==> config.mk <==
export PLATFORM = sky130hd
export DESIGN_NAME = syst_skew_feeder
export DESIGN_NICKNAME = d
export VERILOG_FILES = /design/src/rtl/syst_pkg.sv /design/src/rtl/syst_delay_line.sv /design/src/rtl/syst_skew_feeder.sv
export SDC_FILE = /design/constraint.sdc
export NUM_CORES = 1
export LEC_CHECK = 0
export ABC_CLOCK_PERIOD_IN_PS = 1800
export BUFFER_PORTS_ARGS = -buffer_cell sky130_fd_sc_hd__clkbuf_2
export CAP_MARGIN = 0
export CORE_UTILIZATION = 40
export CTS_CLUSTER_DIAMETER = 200
export DETAILED_ROUTE_END_ITERATION = 6
export GPL_TIMING_DRIVEN = 0
export PLACE_DENSITY = 0.71
export SYNTH_ARGS = -nofsm -noshare
export SYNTH_HDL_FRONTEND = slang
export SYNTH_SLANG_ARGS = --single-unit
==> constraint.sdc <==
create_clock -name clk -period 1.8 [get_ports clk]
set_input_delay 0.36 -clock clk [delete_from_list [all_inputs] [get_ports clk]]
set_output_delay 0.36 -clock clk [all_outputs]
set_load 0.01 [all_outputs]
==> src/rtl/syst_pkg.sv <==
// Shared types for the systolic array input stage.
package syst_pkg;

  typedef enum logic [1:0] {
    StIdle   = 2'd0,
    StStream = 2'd1,
    StDrain  = 2'd2
  } feeder_state_t;

  // Drain counter must be able to hold n_rows - 1 and count down to 1.
  function automatic int unsigned drain_cnt_w(input int unsigned n_rows);
    return (n_rows + 1 > 2) ? $clog2(n_rows + 1) : 1;
  endfunction

endpackage

==> src/rtl/syst_delay_line.sv <==
// Enable-gated shift register carrying {last, valid, data}; DEPTH registered stages.
module syst_delay_line #(
  parameter int unsigned DEPTH = 1,
  parameter int unsigned WIDTH = 16
) (
  input  logic             clk,
  input  logic             arstn,
  input  logic             en_i,
  input  logic             valid_i,
  input  logic             last_i,
  input  logic [WIDTH-1:0] data_i,
  output logic             valid_o,
  output logic             last_o,
  output logic [WIDTH-1:0] data_o,
  output logic             any_valid_o
);

  logic [DEPTH-1:0]            valid_q;
  logic [DEPTH-1:0]            last_q;
  logic [DEPTH-1:0][WIDTH-1:0] data_q;

  // Control bits: async-reset so a reset discards every in-flight beat.
  always_ff @(posedge clk or negedge arstn) begin
    if (!arstn) begin
      valid_q <= '0;
      last_q  <= '0;
    end else if (en_i) begin
      valid_q[0] <= valid_i;
      last_q[0]  <= last_i;
      for (int unsigned i = 1; i < DEPTH; i++) begin
        valid_q[i] <= valid_q[i-1];
        last_q[i]  <= last_q[i-1];
      end
    end
  end

  // Data payload: no reset, only meaningful alongside its valid bit.
  always_ff @(posedge clk) begin
    if (en_i) begin
      data_q[0] <= data_i;
      for (int unsigned i = 1; i < DEPTH; i++) begin
        data_q[i] <= data_q[i-1];
      end
    end
  end

  assign valid_o     = valid_q[DEPTH-1];
  assign last_o      = last_q[DEPTH-1];
  assign data_o      = data_q[DEPTH-1];
  assign any_valid_o = |valid_q;

endmodule

==> src/rtl/syst_skew_feeder.sv <==
// Systolic array input stage: triangular row skew plus frame drain control.
module syst_skew_feeder
  import syst_pkg::*;
#(
  parameter int unsigned N_ROWS  = 4,
  parameter int unsigned X_WIDTH = 16
) (
  input  logic                      clk,
  input  logic                      arstn,
  input  logic                      enable,
  input  logic [N_ROWS*X_WIDTH-1:0] s_data_i,
  input  logic                      s_valid_i,
  input  logic                      s_last_i,
  output logic                      s_ready_o,
  output logic [N_ROWS*X_WIDTH-1:0] x_o,
  output logic [N_ROWS-1:0]         valid_x_o,
  output logic                      last_o,
  output logic                      busy_o,
  output logic                      done_o
);

  localparam int unsigned CntW = drain_cnt_w(N_ROWS);

  feeder_state_t   state_q;
  logic [CntW-1:0] cnt_q;
  logic            done_q;
  logic            accept;

  logic [N_ROWS-1:0] row_valid;
  logic [N_ROWS-1:0] row_last;
  logic [N_ROWS-1:0] row_any;

  assign s_ready_o = enable & (state_q != StDrain);
  assign accept    = s_valid_i & s_ready_o;

  // One delay line per row; row r gets r+1 stages, last rides only on the final row.
  for (genvar r = 0; r < N_ROWS; r++) begin : g_row
    localparam bit IsLast = (r == int'(N_ROWS) - 1);

    syst_delay_line #(
      .DEPTH(r + 1),
      .WIDTH(X_WIDTH)
    ) u_delay_line (
      .clk        (clk),
      .arstn      (arstn),
      .en_i       (enable),
      .valid_i    (accept),
      .last_i     (IsLast ? (s_last_i & accept) : 1'b0),
      .data_i     (s_data_i[r*X_WIDTH +: X_WIDTH]),
      .valid_o    (row_valid[r]),
      .last_o     (row_last[r]),
      .data_o     (x_o[r*X_WIDTH +: X_WIDTH]),
      .any_valid_o(row_any[r])
    );
  end

  // Frame FSM with drain counter; done is a registered one-edge pulse.
  always_ff @(posedge clk or negedge arstn) begin
    if (!arstn) begin
      state_q <= StIdle;
      cnt_q   <= '0;
      done_q  <= 1'b0;
    end else begin
      done_q <= 1'b0;
      if (enable) begin
        unique case (state_q)
          StIdle, StStream: begin
            if (accept) begin
              if (!s_last_i) begin
                state_q <= StStream;
              end else if (N_ROWS == 1) begin
                done_q  <= 1'b1;
                state_q <= StIdle;
              end else begin
                state_q <= StDrain;
                cnt_q   <= CntW'(N_ROWS - 1);
              end
            end
          end
          StDrain: begin
            cnt_q <= cnt_q - CntW'(1);
            if (cnt_q == CntW'(1)) begin
              done_q  <= 1'b1;
              state_q <= StIdle;
            end
          end
          default: state_q <= StIdle;
        endcase
      end
    end
  end

  assign valid_x_o = row_valid;
  // Only the final row ever carries a set last bit.
  assign last_o    = |(row_last & row_valid);
  assign busy_o    = (state_q != StIdle) | (|row_any);
  assign done_o    = done_q;

endmodule
==> results of run 1 <==
## synth_stat cells
cell / instances
a21oi_1: 3
a21o_1: 1
nand4_1: 1
and4b_1: 1
nand2_1: 3
edfxtp_1: 160
and2_1: 2
nand2b_2: 1
and2_2: 1
and3b_2: 1
ha_1: 2
buf_4: 52
nor3_1: 2
buf_2: 1
nor2b_1: 1
nor2_1: 1
buf_6: 1
mux2_2: 6
or3_1: 1
nor4_1: 1
o21ai_0: 6
nand3_1: 1
dfrtp_1: 14
nand3b_1: 1
inv_1: 4
## metrics by stage
stage               hold slack [ps]  std cells  worst slack, ps
floorplan                      64.4        268              629
global placement                267        588            -2420
detailed placement              281        589             -527
CTS                            93.7        625             32.9
global route                   87.8        624             35.7
finish                          112        624              109
## power groups by stage
stage / clock network [mW] / registers [mW] / logic, mW
finish: 3.58 / 4.98 / 0.755
global route: 3.84 / 5.02 / 0.831
global placement: 0 / 5.04 / 0.680
detailed placement: 0 / 5.06 / 0.719
CTS: 3.68 / 4.97 / 0.761
floorplan: 0 / 5.02 / 0.370
## final cells by class
| class | instances | area [um2] |
|---|---|---|
| Fill cell | 1139 | 6530 |
| Sequential cell | 174 | 5150 |
| Tap cell | 180 | 225 |
| Multi-Input combinational cell | 36 | 268 |
| Inverter | 4 | 15.0 |
| Clock buffer | 19 | 433 |
| Clock inverter | 12 | 144 |
| Buffer | 53 | 402 |
| Timing Repair Buffer | 146 | 870 |
## per-layer routing
metal | vias to the layer above | track usage (%) | wire length [um]
li1 | 1287 | - | -
met1 | 1304 | 13.4 | 3330
met2 | 103 | 18.6 | 4180
met3 | 20 | 6.83 | 842
met4 | 2 | 7.70 | 248
met5 | - | 0 | 11
## how the worst max path moves through the flow
stage | startpoint | slack [ps] | end | cells after the start
2_1_floorplan | enable | 630 | s_ready_o | 3
3_3_place_gp | enable | -2420 | s_ready_o | 5
3_5_place_dp | enable | -530 | s_ready_o | 6
4_1_cts | enable | 30 | s_ready_o | 6
5_1_grt | g_row[1].u_delay_line.valid_q[0] | 40 | busy_o | 3
6_report | state_q[0] | 110 | s_ready_o | 3
## cell families after synthesis
logic type	Yosys count	synth area share [%]
adder cells (fa/ha/maj)	2	0.429
AO/OA/AOI/OAI	10	0.901
multiplexers	6	1.16
buffers and inverters	58	7.23
AND/OR/NAND/NOR	18	1.91
flip-flops	174	88.4
## critical path: stages (launching register included)
cell,delay [ps]
dfrtp_1,420
nand2b_4,180
and2_2,190
clkbuf_2,120
## registers in the layout (all words and copies together) (netlist names)
| register | count |
|---|---|
| g_row.u_delay_line.valid_q | 4 |
| done_o | 1 |
| cnt_q | 3 |
| g_row.u_delay_line.last_q | 4 |
| g_row.u_delay_line.data_q | 96 |
| state_q | 2 |
| g_row.u_delay_line.data_o | 64 |
## placed cells by master (no fill, tap or decap), types with 3 or more instances in the layout
cell and instances:
mux2_2 6, a21oi_1 3, inv_1 4, dfrtp_1 14
clkbuf_2 139, clkinv_1 3, o21ai_0 6, nand2_1 3
bufbuf_16 3, bufinv_16 3, edfxtp_1 160, buf_4 52
clkbuf_16 18
## repair_timing
| action | CTS | global route |
|---|---|---|
| endpoints found under the setup margin | 1 | 2 |
| resized for setup | 1 | 2 |
| hold buffers | 1 | 0 |
| cloned | 4 | 0 |
| endpoints found under the hold margin | 14 | 0 |
==> results_dict.tcl, run 1 <==
set metrics [dict create \
    start_kind "register" \
    p_clk_share_pct 38.4 \
    seqPwrFrac_pct 53.4 \
    ys_types 25 \
    rsz0062_at_grt "no" \
    avgSynthCellArea_um2 21.8 \
    place_area_um2 6800 \
    fin_crit_ps 1690 \
    r2r_slack_ps 570 \
    grt_pass1_vias 2679 \
    gp_congestion 0.648 \
    clockBufferDepth 2 \
    drive_above_1_share_pct 52.7 \
    grt_pass1_wl_mm 13.1 \
    postCtsSetupRepairBufs 0 \
    comb_power_share_pct 8.1 \
    worstHoldPathType "in -> reg" \
    p_int_mw 7.39 \
    r2r_start "cnt_q[0]" \
    cts_tree "done" \
    initial_core_util_pct 41.5 \
    final_nets 503 \
    via_count 2716 \
    netlist.area_leader.share_pct 82.4 \
    grt_usage_pct 12.3 \
    worst-path-max-fanout 5 \
    clk_pin_slew_ps 60 \
    synth_top_cell_by_area "edfxtp_1" \
    areaGrowthSynthToFinish_pct 28.8 \
    firstDrtPassIters 4 \
    r2r-end "cnt_q[2]" \
    drc_errors 0 \
    clockRootBuffer "clkbuf_16" \
    synth_area_um2 5830 \
    die-area_um2 15100 \
    wl_mm 8.61 \
    swShare_pct 20.7 \
    row_count 43 \
    switchingPower_mw 1.92 \
    worstPathRequired_ps 1440 \
    cp.arrival_ps 1330 \
    diodes 0 \
    finClkSkew_ps 6.46 \
    syn-num-nets 339 \
    total_power_mw 9.31 \
    io_buffers 140 \
    drt-vias-per-instance 4.35 \
    finalSetupViolCount 0 \
    holdCritStartpoint "s_data_i[13]" \
    max-slew-margin-rel_pct 77.0 \
    synth_seq_cells 174 \
    die_h_um 123 \
    fp.dieW_um 123 \
    clock_latency_ps 420 \
    yosys_warnings 0 \
    setup-tns-final_ps 0 \
    cts_buffers 17 \
    post-dp-hpwl_mm 5.46 \
    finalMaxSlewViolations 0 \
    end_kind "output port" \
    crit_type "reg -> out" \
    post-route-period-util_pct 93.9 \
    ant_nets 0 \
    max_freq_mhz 591 \
    reg2reg_depth 5 \
    wire_per_inst_um 13.8 \
    final_core_util_pct 53.5 \
    min_path_cells 1 \
    core_um2 14000 \
    irDropWorstVdd_v 0.000642 \
    drt_iter0_markers 209 \
    cts_sinks 174 \
    io_pins 141 \
    ys_seq_area_share_pct 88.4 \
    drv_cap 0 \
    leakage_nw 3.08 \
    grt-ovfl-total 0 \
    hold_violations 0 \
    grt_max_degree 54 \
    antenna_found_initial 1 \
    max_slew.worst_pin.slew_ps 345 \
    status "finished, final reports clean" \
    pwr_density_cell_nw_per_um2 1240 \
    hold_end "g_row[0].u_delay_line.data_o[13]" \
    htree_levels 4 \
    syn_inst 268 \
    final_area_um2 7510 \
    synthTopCellsByArea "edfxtp_1 (82%), buf_4 (6.7%), dfrtp_1 (6.0%)" \
]
Power figures use the tool's default switching activity.
==> run 2, diff against run 1 <==
- CELL_PAD_IN_SITES_DETAIL_PLACEMENT: not set -> 0
- CELL_PAD_IN_SITES_GLOBAL_PLACEMENT: not set -> 1
- PLACE_DENSITY: 0.71 -> 0.8
==> results_dict.tcl, run 2 (synthesis results as in run 1) <==
set metrics [dict create \
    max_freq_mhz 583 \
    grt-ovfl-total 0 \
    place_area_um2 6800 \
    fillers 1137 \
    switchingPower_mw 1.83 \
    hold_end "g_row[2].u_delay_line.data_q[9]" \
    cp.arrival_ps 1350 \
    cts_sinks 174 \
    drv_cap 0 \
    finalSetupViolCount 0 \
    clockBufferDepth 2 \
    drt-vias-per-instance 4.27 \
    instances_no_fill 621 \
    core_um2 14000 \
    cpPeakStageDelay_ps 410 \
    crit_type "reg -> out" \
    final_area_um2 7400 \
    layout_common_cells "edfxtp_1 (160), clkbuf_2 (139), buf_4 (52), clkbuf_16 (18), dfrtp_1 (14)" \
    r2r_slack_ps 550 \
    min_path_cells 1 \
    seqPwrFrac_pct 55.0 \
    wl_mm 8.38 \
    fin_crit_ps 1710 \
    areaGrowthSynthToFinish_pct 26.9 \
    setup-tns-final_ps 0 \
    post-dp-hpwl_mm 5.25 \
    htree_levels 4 \
    initial_core_util_pct 41.5 \
    status "finished, final reports clean" \
    via_count 2654 \
    pwr_density_cell_nw_per_um2 1220 \
    io_buffers 140 \
    worst-path-max-fanout 5 \
    post-route-period-util_pct 95.2 \
    drt_iter0_markers 165 \
    irDropWorstVdd_v 0.000556 \
    diodes 0 \
    swShare_pct 20.3 \
    worstPathRequired_ps 1440 \
    gp_congestion 0.630 \
    layout_commonest_cell "edfxtp_1" \
    finalMaxSlewViolations 0 \
    dp_cells 589 \
    holdCritStartpoint "s_data_i[41]" \
    max-slew-margin-rel_pct 75.8 \
    die-area_um2 15100 \
    clk_pin_slew_ps 60 \
    p_clk_share_pct 37.0 \
    end_kind "output port" \
    drive_above_1_share_pct 51.7 \
    r2r-end "cnt_q[2]" \
    dp_slack_ps -491 \
    ant_nets 0 \
    regMostFlops "g_row.u_delay_line.data_q" \
    final_core_util_pct 52.7 \
    firstDrtPassIters 4 \
    row_count 43 \
    setup_ws_ps 85.6 \
    r2r_start "cnt_q[0]" \
    io_pins 141 \
    hold_violations 0 \
    leakage_nw 3.03 \
    comb_power_share_pct 8.1 \
    largest_reg_flops 96 \
    wire_per_inst_um 13.5 \
    cts_tree "done" \
    p_int_mw 7.20 \
    worstHoldPathType "in -> reg" \
    drc_errors 0 \
    hold_ws_ps 119 \
    final_nets 502 \
    grt_usage_pct 12.0 \
    grt_max_degree 59 \
    rsz0062_at_grt "no" \
    start_kind "register" \
    max_slew.worst_pin.slew_ps 362 \
    path_cells "nand2b_2 > and2_2 > clkbuf_2" \
    cts_buffers 17 \
    crit_slowest_cell "dfrtp_1" \
    die_h_um 123 \
    total_power_mw 9.03 \
    finClkSkew_ps 5.46 \
    clock_latency_ps 410 \
    grt_pass1_wl_mm 12.9 \
    reg2reg_depth 5 \
    antenna_found_initial 1 \
    clockRootBuffer "clkbuf_16" \
    fp.dieW_um 123 \
    grt_pass1_vias 2644 \
]
==> run 2: changes by cell type in the layout (fill, tap and decap cells not counted), sizes merged <==
cell,before,now
bufbuf,3,2
bufinv,3,2
clkbuf,160,161
inv,6,5
clkinvlp,2,1
==> run 2: worst max path at each step <==
stage               startpoint   endpoint  slack [ps]  depth (start not counted)
floorplan               enable  s_ready_o         630                          3
global placement        enable  s_ready_o       -2460                          5
detailed placement      enable  s_ready_o        -490                          6
CTS                     enable  s_ready_o          10                          6
global route        state_q[0]  s_ready_o           4                          3
finish              state_q[0]  s_ready_o          90                          3
==> run 2: what timing repair did <==
item | 4_1_cts | 5_1_grt
setup buffers | 0 | 0
hold endpoints to repair | 14 | 0
gates cloned | 3 | 0
resized for setup | 1 | 0
hold buffers | 1 | 0
setup endpoints to repair | 1 | 1
==> run 2: critical path, delay by kind of cell (launching register included) <==
| family | cells | cell delay, ps |
|---|---|---|
| buffers and inverters | 1 | 120 |
| AND/OR/NAND/NOR | 2 | 420 |
| flip-flops | 1 | 410 |
==> run 2: cell type report <==
class	count	area (um2)	area share [%]
flip-flops and latches	174	5150	69.7
inverters	4	15.0	0.203
clock buffers	20	437	5.90
clock inverters	9	96.3	1.30
multi-input cells	36	256	3.47
plain buffers	54	407	5.49
repair buffers	144	810	10.9
well taps	180	225	3.04
==> run 2: routing by layer <==
layer,GRT usage [%],wire (um)
met1,14.4,3520
met4,5.95,127
met5,0,0
met2,17.7,3980
met3,6.37,744
==> run 2: power by group through the flow <==
| stage | Sequential, mW | Combinational, mW | Clock (mW) |
|---|---|---|---|
| 2_1_floorplan | 5.02 | 0.370 | 0 |
| 3_3_place_gp | 5.05 | 0.683 | 0 |
| 3_5_place_dp | 5.05 | 0.719 | 0 |
| 4_1_cts | 4.97 | 0.751 | 3.44 |
| 5_1_grt | 5.00 | 0.810 | 3.62 |
| 6_report | 4.97 | 0.728 | 3.34 |
